### src/rtl/pb_debouncer_pkg.sv
// Shared types and sizing helpers for the
// push-button debouncer array.
package pb_debouncer_pkg;

  localparam int ST_W = 3;

  typedef enum logic [ST_W-1:0] {
    ST_IDLE      = 3'd0,
    ST_PRESS_CNT = 3'd1,
    ST_PRESS_PE  = 3'd2,
    ST_HELD      = 3'd3,
    ST_REL_CNT   = 3'd4,
    ST_REL_NE    = 3'd5
  } pb_state_e;

  function automatic int max_i(int a, int b);
    return (a > b) ? a : b;
  endfunction

  function automatic int cnt_w(int v);
    return (v < 1) ? 1 : $clog2(v + 1);
  endfunction

endpackage

### src/rtl/pb_debouncer_array_if.sv
// Pad-side bundle: raw buttons in, conditioned
// levels and pulses out.
interface pb_debouncer_array_if #(
  parameter int N_CH = 5
) ();

  logic [N_CH-1:0] pb;
  logic [N_CH-1:0] pb_state;
  logic [N_CH-1:0] pb_posedge;
  logic [N_CH-1:0] pb_negedge;
  logic [N_CH-1:0] pb_repeat;

  modport master (
    output pb,
    input  pb_state,
    input  pb_posedge,
    input  pb_negedge,
    input  pb_repeat
  );

  modport slave (
    input  pb,
    output pb_state,
    output pb_posedge,
    output pb_negedge,
    output pb_repeat
  );

endinterface

### src/rtl/pb_debounce_channel.sv
// One button: 2-FF synchroniser, debounce FSM,
// edge pulses and hold-to-repeat.
module pb_debounce_channel
  import pb_debouncer_pkg::*;
#(
  parameter int DEBOUNCE_CYCLES      = 1000000,
  parameter int REPEAT_DELAY_CYCLES  = 50000000,
  parameter int REPEAT_PERIOD_CYCLES = 10000000,
  parameter int ACTIVE_LOW           = 0
) (
  input  logic clk,
  input  logic rst,
  input  logic pb_i,
  output logic state_o,
  output logic pe_o,
  output logic ne_o,
  output logic rpt_o
);

  localparam int DW = cnt_w(DEBOUNCE_CYCLES);
  localparam int RW = cnt_w(max_i(REPEAT_DELAY_CYCLES,
                                  REPEAT_PERIOD_CYCLES));
  localparam logic RPT_EN = (REPEAT_DELAY_CYCLES > 0);

  localparam logic [DW-1:0] DB_LAST =
    DW'(DEBOUNCE_CYCLES - 1);
  localparam logic [RW-1:0] RPT_LAST =
    RW'(RPT_EN ? REPEAT_DELAY_CYCLES - 1 : 0);
  // Modular reload: still lands on RPT_LAST after
  // exactly one period even when PERIOD > DELAY.
  localparam logic [RW-1:0] RPT_LOAD =
    RW'(REPEAT_DELAY_CYCLES - REPEAT_PERIOD_CYCLES);

  logic      s1_q, s1_d;
  logic      s2_q, s2_d;
  pb_state_e state_q, state_d;
  logic [DW-1:0] db_q, db_d;
  logic [RW-1:0] rpt_q, rpt_d;

  always_comb begin
    s1_d = (ACTIVE_LOW != 0) ? ~pb_i : pb_i;
    s2_d = s1_q;
  end

  always_comb begin
    state_d = state_q;
    db_d    = db_q;
    rpt_d   = rpt_q;
    unique case (state_q)
      ST_IDLE: begin
        if (s2_q) begin
          state_d = ST_PRESS_CNT;
          db_d    = '0;
        end
      end
      ST_PRESS_CNT: begin
        if (!s2_q) begin
          state_d = ST_IDLE;
        end else if (db_q == DB_LAST) begin
          state_d = ST_PRESS_PE;
        end else begin
          db_d = db_q + 1'b1;
        end
      end
      ST_PRESS_PE: begin
        state_d = ST_HELD;
        rpt_d   = '0;
      end
      ST_HELD: begin
        if (RPT_EN) begin
          rpt_d = (rpt_q == RPT_LAST) ?
                  RPT_LOAD : rpt_q + 1'b1;
        end
        if (!s2_q) begin
          state_d = ST_REL_CNT;
          db_d    = '0;
        end
      end
      ST_REL_CNT: begin
        if (s2_q) begin
          state_d = ST_HELD;
        end else if (db_q == DB_LAST) begin
          state_d = ST_REL_NE;
        end else begin
          db_d = db_q + 1'b1;
        end
      end
      ST_REL_NE: begin
        state_d = ST_IDLE;
      end
      default: begin
        state_d = ST_IDLE;
      end
    endcase
  end

  always_comb begin
    state_o = 1'b0;
    pe_o    = 1'b0;
    ne_o    = 1'b0;
    rpt_o   = 1'b0;
    unique case (1'b1)
      (state_q == ST_PRESS_PE): begin
        state_o = 1'b1;
        pe_o    = 1'b1;
      end
      (state_q == ST_HELD): begin
        state_o = 1'b1;
        rpt_o   = RPT_EN && (rpt_q == RPT_LAST);
      end
      (state_q == ST_REL_CNT): begin
        state_o = 1'b1;
      end
      (state_q == ST_REL_NE): begin
        ne_o = 1'b1;
      end
      default: begin
      end
    endcase
  end

  always_ff @(posedge clk) begin
    if (rst) begin
      s1_q    <= 1'b0;
      s2_q    <= 1'b0;
      state_q <= ST_IDLE;
      db_q    <= '0;
      rpt_q   <= '0;
    end else begin
      s1_q    <= s1_d;
      s2_q    <= s2_d;
      state_q <= state_d;
      db_q    <= db_d;
      rpt_q   <= rpt_d;
    end
  end

endmodule

### src/rtl/pb_debouncer_array.sv
// N independent button conditioners sharing one
// clock and reset.
module pb_debouncer_array #(
  parameter int N_CH                 = 5,
  parameter int DEBOUNCE_CYCLES      = 1000000,
  parameter int REPEAT_DELAY_CYCLES  = 50000000,
  parameter int REPEAT_PERIOD_CYCLES = 10000000,
  parameter int ACTIVE_LOW           = 0
) (
  input logic                 clk,
  input logic                 rst,
  pb_debouncer_array_if.slave io
);

  for (genvar g = 0; g < N_CH; g++) begin : g_ch
    pb_debounce_channel #(
      .DEBOUNCE_CYCLES     (DEBOUNCE_CYCLES),
      .REPEAT_DELAY_CYCLES (REPEAT_DELAY_CYCLES),
      .REPEAT_PERIOD_CYCLES(REPEAT_PERIOD_CYCLES),
      .ACTIVE_LOW          (ACTIVE_LOW)
    ) u_ch (
      .clk    (clk),
      .rst    (rst),
      .pb_i   (io.pb[g]),
      .state_o(io.pb_state[g]),
      .pe_o   (io.pb_posedge[g]),
      .ne_o   (io.pb_negedge[g]),
      .rpt_o  (io.pb_repeat[g])
    );
  end

endmodule

### src/flat_wrapper.sv
// flat-port wrapper written by rule: the top's interface ports become plain ports
module pb_debouncer_array_flat 
#(
  parameter int N_CH                 = 5,
  parameter int DEBOUNCE_CYCLES      = 1000000,
  parameter int REPEAT_DELAY_CYCLES  = 50000000,
  parameter int REPEAT_PERIOD_CYCLES = 10000000,
  parameter int ACTIVE_LOW           = 0
)
  (clk, rst, io_pb, io_pb_state, io_pb_posedge, io_pb_negedge, io_pb_repeat);
  pb_debouncer_array_if #(.N_CH(N_CH)) io_i ();
  input logic clk;
  input logic rst;
  input wire logic [$bits(io_i.pb)-1:0] io_pb;
  output wire logic [$bits(io_i.pb_state)-1:0] io_pb_state;
  output wire logic [$bits(io_i.pb_posedge)-1:0] io_pb_posedge;
  output wire logic [$bits(io_i.pb_negedge)-1:0] io_pb_negedge;
  output wire logic [$bits(io_i.pb_repeat)-1:0] io_pb_repeat;
  assign io_i.pb = io_pb;
  assign io_pb_state = io_i.pb_state;
  assign io_pb_posedge = io_i.pb_posedge;
  assign io_pb_negedge = io_i.pb_negedge;
  assign io_pb_repeat = io_i.pb_repeat;
  pb_debouncer_array #(.N_CH(N_CH), .DEBOUNCE_CYCLES(DEBOUNCE_CYCLES), .REPEAT_DELAY_CYCLES(REPEAT_DELAY_CYCLES), .REPEAT_PERIOD_CYCLES(REPEAT_PERIOD_CYCLES), .ACTIVE_LOW(ACTIVE_LOW)) u_core (.clk(clk), .rst(rst), .io(io_i));
endmodule
### config.mk
export PLATFORM = sky130hd
export DESIGN_NAME = pb_debouncer_array_flat
export DESIGN_NICKNAME = d
export VERILOG_FILES = /design/src/rtl/pb_debouncer_pkg.sv /design/src/rtl/pb_debouncer_array_if.sv /design/src/rtl/pb_debounce_channel.sv /design/src/rtl/pb_debouncer_array.sv /design/src/flat_wrapper.sv
export SDC_FILE = /design/constraint.sdc
export NUM_CORES = 1
export LEC_CHECK = 0
export CORE_MARGIN = 2
export CORE_UTILIZATION = 50
export DETAILED_ROUTE_END_ITERATION = 8
export PLACE_DENSITY = 0.77
export RECOVER_POWER = 25
export SYNTH_ARGS = -nofsm -noshare
export SYNTH_HDL_FRONTEND = slang
export SYNTH_HIERARCHICAL = 1
export SYNTH_SLANG_ARGS = --single-unit
### constraint.sdc
create_clock -name clk -period 2.3 [get_ports clk]
set_input_delay 0.69 -clock clk [delete_from_list [all_inputs] [get_ports clk]]
set_output_delay 0.69 -clock clk [all_outputs]
set_load 0.01 [all_outputs]
==> impl_metrics.toml <==
[final_layout]
fin_area_um2 = 18100
seqCellArea_um2 = 5140
layout_common_cells = "buf_4, dfxtp_1, nand2_1"
synthToLayoutAreaGrowth_pct = 21.8
multi_input_area_um2 = 9170
instances_no_fill = 2493
final_core_util_pct = 61.5
diodes = 0
fin_nets = 2100
fill_cells = 2607
layout-drive-gt1-share_pct = 20.9
final_common_cell = "buf_4"

[critical_path]
worstPathArrival_ns = 1.97
cp_max_fo = 2
path_buf_inv = 1
slowest_stage = "or3_4"
worstSetupEndpointType = "primary output"
worstSetupStartpointType = "flip-flop"
critPathKind = "reg2out"
crit_required_ns = 1.61
path_cells = "nor4_4, nand4b_1, or3_4, nor2_4, buf_6"
cpPeakStageDelay_ns = 0.38
crit_family = "simple AND/OR/NAND/NOR gates"

[timing]
hold_violations = 0
relSlewSlack_pct = 16.1
setup_viol_count_final = 41
slew_violations = 0
worst_pin_slew_ns = 1.26
finalCritPeriodShare_pct = 116
fin_ws_ns = -0.357
period_needed_ns = 2.66
rsz0062_at_grt = "true"
tns_ns = -3.11
max_freq_mhz = 376
skew_ns = 0.0249
whs_ns = 0.366

[logic_synthesis]
synth_seq_cells = 255
yosysSeqAreaShare_pct = 34.3
synth_ff_type = "dfxtp_1"
synthesis.nets = 1910
syn_area_um2 = 14900
synth-edff-count = 0
synthCells = 1893
async_flop_share_pct = 0
syn_avg_cell_area_um2 = 7.86
ys_types = 79
ys_warn_count = 6

[power]
power.density_nw_per_um2 = 523
p_leak_nw = 6.39
vdd_drop_max_uv = 512
p_total_mw = 9.49

[clocking]
cts_hold_buf = 0
cts_buffers = 30
htreeDepth = 1
cts_tree = "built"
clk_path_buf_depth = 3
cts_root_buf = "clkbuf_16"
clk_pin_slew_worst_paths_ns = 0.06
clock_latency_ns = 0.56
cts_sinks = 255

[place]
place_hpwl_um = 28100
place_area_um2 = 16800
post-place-ws_ns = -0.265
gp_congestion = 0.928
port_buffers = 26
dp.cells = 2431

[global_route]
grt_pass1_vias = 14614
grt_usage_pct = 25.2
grt-ovfl-total = 0
grt_max_degree = 31
grt_pass1_wl_um = 68000
antenna_found_initial = 0

[floorplan]
die-area_um2 = 31200
io_pins = 27
start_util_pct = 50.5
die_height_um = 177
coreArea_um2 = 29500
rows = 63
die_w_um = 177

[outcome]
violations = "negative setup slack"
status = "complete, but fails checks"

[routing]
wl_per_cell_um = 16.4
ant_nets = 0
drt_iter0_drc = 1347
route.detailed.drc = 0
wirelength_um = 40800
drt_pass1_iterations = 7
via_count = 15655
avgViaCountPerCell = 6.28

[run]
max_cap_violations = 0

[worst_hold_path]
hold_class = "in2reg"
==> Yosys cell counts (all sizes together) (6+ instances only) <==
| cell | instances | area (µm²) |
|---|---|---|
| inv | 49 | 184 |
| nor2b | 28 | 175 |
| nor4bb | 12 | 120 |
| a41oi | 25 | 219 |
| nor2 | 119 | 449 |
| nor3b | 6 | 45.0 |
| nand3 | 112 | 601 |
| nand2 | 216 | 811 |
| a311oi | 18 | 158 |
| nor4b | 26 | 265 |
| o31ai | 21 | 158 |
| or2 | 12 | 75.1 |
| or4 | 9 | 67.6 |
| or3 | 28 | 175 |
| nand2b | 26 | 163 |
| and3 | 52 | 330 |
| o21ai | 110 | 551 |
| clkbuf | 64 | 251 |
| and4 | 25 | 219 |
| nand4b | 12 | 105 |
| o311ai | 12 | 105 |
| ha | 10 | 125 |
| nor4 | 24 | 225 |
| o211ai | 28 | 250 |
| a31oi | 107 | 669 |
| dfxtp | 255 | 5100 |
| o41ai | 13 | 114 |
| or2b | 8 | 60.1 |
| or3b | 10 | 87.6 |
| o32ai | 21 | 184 |
| and2 | 18 | 113 |
| a21oi | 139 | 699 |
| o21a | 10 | 75.1 |
| nor3 | 52 | 340 |
| a211oi | 20 | 150 |
| nand4 | 66 | 425 |
| buf | 69 | 485 |
==> power by group <==
| part | internal, mW | total (mW) | switching [mW] |
|---|---|---|---|
| clock | 2.89 | 4.72 | 1.84 |
| sequential | 4.43 | 4.45 | 0.0178 |
| combinational | 0.103 | 0.321 | 0.218 |
| total | 7.42 | 9.49 | 2.07 |
==> cell type report <==
type | count | share of cell area, %
Multi-Input combinational cell | 1457 | 50.6
Sequential cell | 255 | 28.3
Timing Repair Buffer | 290 | 11.9
Clock buffer | 46 | 4.98
Tap cell | 390 | 2.69
Inverter | 49 | 1.01
Clock inverter | 6 | 0.442
==> worst reg2reg max path, delay by kind of cell (launching register included) <==
kind	cells	cell delay (ns)
AND/OR/NAND/NOR	1	0.20
flip-flops	1	0.41
buffers and inverters	1	0.44
AO/OA/AOI/OAI	4	1.14
==> worst paths after layout <==
| kind | cells after the start | start | to | slack [ns] |
|---|---|---|---|---|
| hold / removal | 2 | rst | u_core/g_ch[1].u_ch/rpt_q[4] | 0.37 |
| hold reg to reg | 1 | u_core/g_ch[0].u_ch/s1_q | u_core/g_ch[0].u_ch/s2_q | 0.43 |
| setup reg to reg | 6 | u_core/g_ch[1].u_ch/state_q[1] | u_core/g_ch[1].u_ch/db_q[18] | 0 |
| setup / recovery | 5 | u_core/g_ch[1].u_ch/rpt_q[11] | io_pb_repeat[1] | -0.36 |
==> logic make-up (layout without fill, tap and decap cells) <==
kind of cell,Yosys count,count (layout),synth area share [%]
mux,4,4,0.319
buf+inv,182,391,6.19
xor+xnor,6,6,0.353
compound gates,566,567,24.9
simple gates,870,870,33.1
fa+ha+maj,10,10,0.841
flops,255,255,34.3
==> what timing repair did <==
action	4_1_cts	5_1_grt
setup buffers	5	4
setup endpoints to repair	20	23
pin swaps	20	16
gates cloned	0	1
resized for setup	104	47
==> metal layers <==
layer	vias up	share of wire [%]	GRT usage [%]
li1	7590	-	-
met1	7466	44	32.9
met2	527	49	44.5
met3	72	5.2	2.67
met4	0	1.9	6.44
met5	-	0	0
==> registers in the layout, summed over array words and instances (netlist names) <==
name	count
u_core/g_ch.u_ch/state_q	15
u_core/g_ch.u_ch/s2_q	5
u_core/g_ch.u_ch/s1_q	5
u_core/g_ch.u_ch/db_q	100
u_core/g_ch.u_ch/rpt_q	130
Power figures use the tool's default switching activity.
